### config.mk
export PLATFORM = sky130hd
export DESIGN_NAME = frame_buffer_sequencer
export DESIGN_NICKNAME = d
export VERILOG_FILES = /design/src/rtl/frame_buffer_sequencer.sv
export SDC_FILE = /design/constraint.sdc
export NUM_CORES = 1
export LEC_CHECK = 0
export BUFFER_PORTS_ARGS = -buffer_cell sky130_fd_sc_hd__buf_2
export CAP_MARGIN = 20
export CORE_ASPECT_RATIO = 1.2
export CORE_MARGIN = 3
export CORE_UTILIZATION = 50
export DETAILED_ROUTE_END_ITERATION = 12
export PLACE_DENSITY_LB_ADDON = 0.25
export SLEW_MARGIN = 40
export SYNTH_ARGS = -nofsm -noshare
export SYNTH_HDL_FRONTEND = slang
export SYNTH_SLANG_ARGS = --single-unit
### constraint.sdc
create_clock -name clock -period 9.1 [get_ports clock]
set_input_delay 1.82 -clock clock [delete_from_list [all_inputs] [get_ports clock]]
set_output_delay 1.82 -clock clock [all_outputs]
set_load 0.005 [all_outputs]
### src/rtl/frame_buffer_sequencer.sv
// frame_buffer_sequencer
// Custom-instruction controller for a ring of camera frame buffers in SDRAM.
// The camera always writes one buffer while the CPU may hold another; each
// new-screen pulse publishes the finished frame as READY (latest frame wins)
// and hands the camera the next buffer to fill.

module frame_buffer_sequencer #(
   parameter logic [7:0] customInstructionId = 8'd0,
   parameter int         nrOfBuffers         = 3
) (
   input  logic        clock,
   input  logic        reset,
   input  logic        ciStart,
   input  logic        ciCke,
   input  logic [7:0]  ciN,
   input  logic [31:0] ciValueA,
   input  logic [31:0] ciValueB,
   output logic [31:0] ciResult,
   output logic        ciDone,
   input  logic        newScreen,
   output logic [31:0] frameBufferBase,
   output logic        grabberRun,
   output logic        frameReady
);

   typedef enum logic [1:0] {
      FREE    = 2'd0,
      WRITING = 2'd1,
      READY   = 2'd2,
      CPU     = 2'd3
   } bufState_t;

   typedef enum logic [2:0] {
      CMD_BASE     = 3'd0,
      CMD_STRIDE   = 3'd1,
      CMD_RUN      = 3'd2,
      CMD_ACQUIRE  = 3'd3,
      CMD_RELEASE  = 3'd4,
      CMD_STATUS   = 3'd5,
      CMD_STATES   = 3'd6,
      CMD_BASE_OUT = 3'd7
   } ciCmd_t;

   bufState_t   state_q [4];
   bufState_t   state_d [4];
   logic [31:0] base_q, base_d;
   logic [31:0] stride_q, stride_d;
   logic        run_q, run_d;
   logic [15:0] completed_q, completed_d;
   logic [15:0] dropped_q, dropped_d;
   logic [1:0]  nextIdx_q, nextIdx_d;
   logic [31:0] frameBufferBase_q;
   logic        frameReady_q;

   logic        ownCi;
   ciCmd_t      cmd;
   logic        hasWriting, hasReady, hasCpu;
   logic [1:0]  writingIdx, readyIdx, cpuIdx;
   logic        ciRunClear;
   logic        freeFound, readyFoundNext, anyReadyNext;
   logic [1:0]  freeIdx, readyIdxNext, writingIdxNext;
   logic        unusedCiBits;

   // Buffer address base + idx*stride built from shifted adds; wraps at 32 bits.
   function automatic logic [31:0] bufferAddress(input logic [1:0]  idx,
                                                 input logic [31:0] baseAddr,
                                                 input logic [31:0] strideBytes);
      logic [31:0] addr;
      addr = baseAddr;
      if (idx[0]) addr = addr + strideBytes;
      if (idx[1]) addr = addr + {strideBytes[30:0], 1'b0};
      return addr;
   endfunction

   assign ownCi        = ciStart & ciCke & (ciN == customInstructionId);
   assign cmd          = ciCmd_t'(ciValueA[2:0]);
   assign unusedCiBits = ^{ciValueA[31:3], ciValueB[1]};

   // Locate the single buffer (if any) currently in each non-free state.
   always_comb begin
      hasWriting = 1'b0;
      hasReady   = 1'b0;
      hasCpu     = 1'b0;
      writingIdx = 2'd0;
      readyIdx   = 2'd0;
      cpuIdx     = 2'd0;
      for (int i = 0; i < 4; i++) begin
         if (i < nrOfBuffers) begin
            case (state_q[i])
               WRITING: begin hasWriting = 1'b1; writingIdx = 2'(i); end
               READY:   begin hasReady   = 1'b1; readyIdx   = 2'(i); end
               CPU:     begin hasCpu     = 1'b1; cpuIdx     = 2'(i); end
               default: ;
            endcase
         end
      end
   end

   // Next state: apply the CI first (it sees the pre-edge state), then the
   // frame rotation on top of it, so an acquire shields its buffer and a
   // release frees its buffer within the same update. A run-clear wins over
   // a coincident new-screen pulse.
   always_comb begin
      state_d     = state_q;
      base_d      = base_q;
      stride_d    = stride_q;
      run_d       = run_q;
      completed_d = completed_q;
      dropped_d   = dropped_q;
      ciRunClear  = 1'b0;
      if (ownCi) begin
         case (cmd)
            CMD_BASE:    if (!run_q) base_d = {ciValueB[31:2], 2'b00};
            CMD_STRIDE:  if (!run_q) stride_d = {ciValueB[31:2], 2'b00};
            CMD_RUN: begin
               run_d = ciValueB[0];
               if (!ciValueB[0]) begin
                  ciRunClear = 1'b1;
                  if (hasWriting) state_d[writingIdx] = FREE;
               end
            end
            CMD_ACQUIRE: if (hasReady && !hasCpu) state_d[readyIdx] = CPU;
            CMD_RELEASE: if (hasCpu) state_d[cpuIdx] = FREE;
            default: ;
         endcase
      end
      if (newScreen && run_q && !ciRunClear) begin
         if (state_d[nextIdx_q] == WRITING || state_d[nextIdx_q] == CPU) begin
            if (dropped_q != 16'hFFFF) dropped_d = dropped_q + 16'd1;
         end else begin
            if (hasWriting) begin
               for (int i = 0; i < 4; i++) begin
                  if (state_d[i] == READY) state_d[i] = FREE;
               end
               state_d[writingIdx] = READY;
               if (completed_q != 16'hFFFF) completed_d = completed_q + 16'd1;
            end
            state_d[nextIdx_q] = WRITING;
         end
      end
   end

   // Pick the buffer the camera fills next: lowest FREE, else the READY one
   // (it gets superseded by the next frame anyway), else keep overwriting
   // the WRITING one and count the lost frame.
   always_comb begin
      freeFound      = 1'b0;
      readyFoundNext = 1'b0;
      freeIdx        = 2'd0;
      readyIdxNext   = 2'd0;
      writingIdxNext = 2'd0;
      for (int i = 3; i >= 0; i--) begin
         if (i < nrOfBuffers) begin
            if (state_d[i] == FREE)    begin freeFound = 1'b1; freeIdx = 2'(i); end
            if (state_d[i] == READY)   begin readyFoundNext = 1'b1; readyIdxNext = 2'(i); end
            if (state_d[i] == WRITING) writingIdxNext = 2'(i);
         end
      end
      anyReadyNext = readyFoundNext;
      if (freeFound)           nextIdx_d = freeIdx;
      else if (readyFoundNext) nextIdx_d = readyIdxNext;
      else                     nextIdx_d = writingIdxNext;
   end

   // State register; camera-facing outputs are registered from next state.
   always_ff @(posedge clock or posedge reset) begin
      if (reset) begin
         for (int i = 0; i < 4; i++) state_q[i] <= FREE;
         base_q            <= '0;
         stride_q          <= '0;
         run_q             <= 1'b0;
         completed_q       <= '0;
         dropped_q         <= '0;
         nextIdx_q         <= '0;
         frameBufferBase_q <= '0;
         frameReady_q      <= 1'b0;
      end else begin
         state_q           <= state_d;
         base_q            <= base_d;
         stride_q          <= stride_d;
         run_q             <= run_d;
         completed_q       <= completed_d;
         dropped_q         <= dropped_d;
         nextIdx_q         <= nextIdx_d;
         frameBufferBase_q <= bufferAddress(nextIdx_d, base_d, stride_d);
         frameReady_q      <= anyReadyNext;
      end
   end

   // CI result path: combinational answer from the pre-edge state.
   always_comb begin
      ciDone   = ownCi;
      ciResult = 32'd0;
      if (ownCi) begin
         case (cmd)
            CMD_ACQUIRE:  if (hasReady && !hasCpu)
                             ciResult = bufferAddress(readyIdx, base_q, stride_q) | 32'd1;
            CMD_STATUS:   ciResult = {dropped_q, completed_q};
            CMD_STATES:   ciResult = {24'd0, state_q[3], state_q[2], state_q[1], state_q[0]};
            CMD_BASE_OUT: ciResult = frameBufferBase_q;
            default:      ciResult = 32'd0;
         endcase
      end
   end

   assign frameBufferBase = frameBufferBase_q;
   assign grabberRun      = run_q;
   assign frameReady      = frameReady_q;

endmodule

**Word-level counts from Yosys, hierarchy flattened**

Cells that the tools add are included.

- Equal/unequal tests: 30
- Reductions and logical operators: 18
- Bitwise operators: 18
- Muxes and demuxes: 89
- Multipliers: 0
- Add/subtract/negate cells: 6
- Div/mod/pow operators: 0
- Shifts and indexed selects: 0
- Order comparisons: 8

Operators by type and width:

| kind | count |
|---|---|
| $mux W32 | 15 |
| $add A32 B32 Y32 | 4 |
| $pmux W32 S4 | 1 |
| $mux W8 | 10 |
| $mux W2 | 36 |
| $add A16 B1 Y16 const B | 2 |
| $ne A16 B16 Y1 const B | 2 |
| $eq A2 B2 Y1 const B | 14 |
| $pmux W8 S3 | 1 |
| $mux W1 | 21 |
| $and A8 B8 Y8 | 2 |
| $demux W2 S2 | 4 |
| $not A8 Y8 | 2 |
| $eq A2 B1 Y1 const B | 7 |
| $eq A3 B3 Y1 const B | 4 |
| $ge A3 B3 Y1 const B | 4 |
| $lt A3 B1 Y1 const B | 4 |
| $not A2 Y3 | 4 |
| $and A4 B4 Y4 | 2 |
| $logic_not A8 Y1 | 1 |
| $not A4 Y4 | 2 |
| $or A4 B4 Y4 | 2 |
| $or A8 B8 Y8 | 1 |
| $logic_and A1 B1 Y1 | 7 |
| other kinds (12) | 17 |

- Word-level logic and storage cells: 181
- Latch bits: 0
- Memories kept: 0
- Bits in read-only memories: 0
- Memory bits (writable): 0
- Register bits after elaboration: 140
- Input bits: 77

**Depth between registers and ports, before layout**

- Depth in word-level cells: 37
- Gate-level depth with buffers: 30
- Gate-level depth less buffers: 28

**Worst setup path after synthesis**

OpenSTA, ideal clock, no wires.

- Kind: input port to flip-flop
- Start: input port ciN[2]
- End: register frameBufferBase_q[30] (netlist: frameBufferBase[30])
- Stages: 28
- Required time: 8.975 ns
- Library setup time: 0.125 ns
- Path slack: 0.924 ns
- Arrival: 8.051 ns
- Path buffers: 2
- Cells stage by stage: and4bb_1 and3_1 nand3_1 buf_1 buf_1 mux2_2 ha_1 a21oi_1 o21ai_0 a2111oi_0 o41ai_1 a41oi_1 o21ai_0 a21oi_1 xnor2_1 mux2_4 ha_1 a21oi_1 o21ai_0 a221oi_1 a21oi_1 nor3_1 nor3_1 a41o_1 or4_1 o21ai_0 xnor2_1 mux2_2

- Elaborated cells on any way between the ends: 68

RTL lines:

| element | line | RTL |
|---|---|---|
| from (decl) | 15 | `input logic [7:0] ciN,` |
| $logic_not A8 Y1 (*) | 75 | `assign ownCi = ciStart & ciCke & (ciN == customInstructionId);` |
| $and A1 B1 Y1 (*) | 75 |  |
| $mux W32 (*) | 111 | `if (ownCi) begin` |
| named net stride_d[4] | 47 | `logic [31:0] stride_q, stride_d;` |
| $add A32 B32 Y32 | 70 | `if (idx[0]) addr = addr + strideBytes;` |
| $mux W32 | 70 |  |
| $add A32 B32 Y32 | 71 | `if (idx[1]) addr = addr + {strideBytes[30:0], 1'b0};` |
| $mux W32 (*) | 71 |  |
| to (signal assigned) | 185 | `frameBufferBase_q <= bufferAddress(nextIdx_d, base_d, stride_d);` |
| to (decl) | 52 | `logic [31:0] frameBufferBase_q;` |

Mark *: on every way through the listed nets, which the timed path passes. The rest lies on a longest branch. The select of a mux whose other input is x is not followed.
A chain may end at the register's enable or synchronous reset.

**Worst setup path in the final report**

- Start: input port ciN[7]
- End: register frameBufferBase_q[30] (netlist: frameBufferBase[30])

- Elaborated cells on any way between the ends: 68

RTL lines:

| element | line | RTL |
|---|---|---|
| $logic_not A8 Y1 (*) | 75 |  |
| $and A1 B1 Y1 (*) | 75 |  |
| $mux W32 (*) | 111 |  |
| named net base_d[2] | 46 | `logic [31:0] base_q, base_d;` |
| $add A32 B32 Y32 | 70 |  |
| $mux W32 (*) | 70 |  |
| $add A32 B32 Y32 | 71 |  |
| $mux W32 (*) | 71 |  |

Marked as above.

==> key figures <==
CTS
  • Clock transition at path regs: 60 ps
  • Setup Fix Bufs, Post-CTS: 0
  • CTS tree: done
  • Sink Count: 140
  • CTS max path bufs: 2
  • H-tree depth: 4
  • Worst skew pair latency: 430 ps
  • Total CTS buffers: 17
  • Root Buffer: clkbuf_16

Timing
  • Crit path time final: 8570 ps
  • Slew of the pin with the lowest slew margin: 811 ps
  • Final hold vios: 0
  • Final worst setup slack: 527 ps
  • Endpoints failing setup: 0
  • Setup Skew: 7.80 ps
  • Maximum clock rate: 117 MHz
  • RSZ-0062 raised after global routing: false
  • Max-Slew Margin vs Limit: 46.0%
  • Tcrit/Tclk final: 94.2%
  • Fin Setup TNS: 0 ps
  • Max Slew Vio Count: 0

Floorplanning
  • Initial Utilization: 51.2%
  • Die H: 187 um
  • Die area: 0.0293 sq mm
  • Total core area: 0.0266 sq mm
  • FP Rows: 65
  • Die X: 157 um
  • Io pins: 144

Setup path
  • Worst path slowest cell: o41ai_2
  • Kind of critical path: in -> reg
  • Crit-path max FO: 13
  • CP top delay family: compound AO/OA/AOI/OAI gates
  • R2r worst-path depth: 24
  • Critical R2R Launch: state_q[3]
  • Crit. End Element: flop
  • Worst path arrival time: 8890 ps
  • Crit-path max cell delay: 550 ps
  • Number of buffers and inverters on the critical path: 2
  • CP startpoint kind: input pin
  • Reg2reg end: frameBufferBase[30]
  • Flop2flop setup slack: 1650 ps
  • CP required: 9410 ps

Place
  • Post-DP HPWL: 32000 um
  • PortBufs: 113
  • DP Area: 0.0146 sq mm
  • Pre-CTS setup slack: -172 ps
  • Gpl congestion: 0.969

Route
  • Via count: 12442
  • Total Wirelength: 40000 um
  • DR WL/cell: 20.0 um
  • DRT Pass-1 Iters: 6
  • DRC viols: 0
  • Via density: 6.21
  • DRT iter0 DRCs: 853
  • Post-route ant nets: 0

Global routing
  • Largest net degree at the start of global routing: 79
  • Vias in the first global route: 11859
  • Initial antenna violation count: 0
  • All-Layer GR Usage: 26.8%
  • First-pass GRT wire length: 62800 um
  • Global route total overflow: 0

Yosys
  • Mux contribution to synthesized area: 12.3%
  • Synth warnings: 0
  • Dominant cell type by area after synthesis: dfrtp_1
  • Fraction of the mapped netlist area in compound gates: 22.5%
  • Simple-gate area share of the yosys netlist: 15.8%
  • Register area share after synthesis: 25.7%
  • Post-synthesis adder-cell area fraction: 12.0%
  • Mapped Cells: 1549
  • Number of synthesized flops with an enable pin: 0
  • Main combinational cell family by area after synthesis: compound AO/OA/AOI/OAI gates
  • Async SR Flop Fraction: 100%
  • Synth Area per Inst: 8.79 sq um
  • Register bit total from synthesis: 140
  • Cell Area, Synth: 0.0136 sq mm
  • Yosys top cell area share: 25.7%
  • Syn nets: 1753
  • Largest cells by area after synthesis: dfrtp_1, ha_1, mux2_2, xnor2_1, a21oi_1
  • Cell variety after synth: 82
  • Synth Flop Type: dfrtp_1
  • XOR/XNOR Fraction of Synth Area: 8.62%

Cells and area
  • Most common cell after layout, fill and taps aside: nand2_1
  • Nets: 1860
  • Share of layout cells above drive strength 1: 19.4%
  • Layout area overhead: 11.7%
  • Commonest non-fill, non-tap cells in the layout: nand2_1, dfrtp_1, ha_1
  • # diodes: 0
  • Post-Layout Inst Area: 0.0152 sq mm
  • Final core occ: 57.2%

Pwr
  • P_leak: 7.70 nW
  • Total power: 1.45 mW
  • Total power per unit cell area: 95.5 mW/mm^2
  • VDD IR max: 0.134 mV

Worst hold path
  • Worst hold path class: reg -> reg
  • Hold Path Depth: 1
  • Hold wc startpoint: completed_q[6]
  • Hold EP: completed_q[6]

Job
  • Max cap viols: 0

Status
  • Status: completed
-- stage by stage --
| stage | hold slack, ps | instances |
|---|---|---|
| 3_5_place_dp | 492 | 1972 |
| 4_1_cts | 499 | 2004 |
| 3_3_place_gp | 479 | 1971 |
| 5_1_grt | 510 | 2004 |
| 2_1_floorplan | 454 | 1549 |
| 6_report | 498 | 2004 |
-- where the power goes --
part           internal [mW]  switching [mW]  total, mW
Sequential             0.626         0.00611      0.633
Combinational         0.0345          0.0579     0.0924
Clock                  0.453           0.275      0.728
-- cell type report --
type	instances	area [sq um]
clock buffer	22	474
clock inverter	10	138
fill	2364	11400
inverter	45	174
multi-input combinational	1312	9730
sequential	140	3500
tap	335	419
timing repair buffer	140	776
-- per-layer routing --
layer	track usage (%)	vias up	wire length (um)
li1	-	5981	-
met3	3.97	87	2610
met2	42.1	424	18200
met5	0	-	0
met1	37.1	5950	17700
met4	10.6	0	1500
-- cells by family after synthesis --
| kind of cell | Yosys count |
|---|---|
| AOI/OAI and AO/OA | 459 |
| adders and majority gates | 128 |
| buffers and inverters | 97 |
| xor gates and xnor gates | 134 |
| DFF | 140 |
| muxes | 140 |
| and+or+nand+nor | 451 |
-- synthesized netlist by cell type (all sizes together), types with 13 or more instances --
cell type / instances
a211oi: 19
a21o: 49
a21oi: 120
a22oi: 19
and3: 18
buf: 23
clkbuf: 29
dfrtp: 140
ha: 123
inv: 45
mux2: 130
nand2: 144
nand2b: 19
nand3: 43
nor2: 114
nor2b: 19
nor3: 30
o211ai: 14
o21a: 19
o21ai: 76
o21bai: 19
o22ai: 13
xnor2: 87
xor2: 47
-- state kept, by name, indices dropped and copies added (netlist names) --
| register | flops |
|---|---|
| base_q | 32 |
| completed_q | 16 |
| dropped_q | 16 |
| frameBufferBase | 32 |
| frameReady | 1 |
| grabberRun | 1 |
| nextIdx_q | 2 |
| state_q | 8 |
| stride_q | 32 |
-- worst max path at each step --
stage,start,endpoint,cells after the start
6_report,ciN[7],frameBufferBase[30],28
5_1_grt,ciN[7],frameBufferBase[31],29
4_1_cts,ciN[7],frameBufferBase[31],29
3_5_place_dp,ciN[7],frameBufferBase[31],29
3_3_place_gp,ciN[7],frameBufferBase[31],29
2_1_floorplan,ciN[2],frameBufferBase[30],28
-- what timing repair did --
| action | CTS | global route |
|---|---|---|
| hold buffers | 0 | 0 |
| endpoints found under the setup margin | 0 | 4 |
| gates resized for setup | 0 | 5 |
Note: power is estimated with default switching activity, not from simulation.
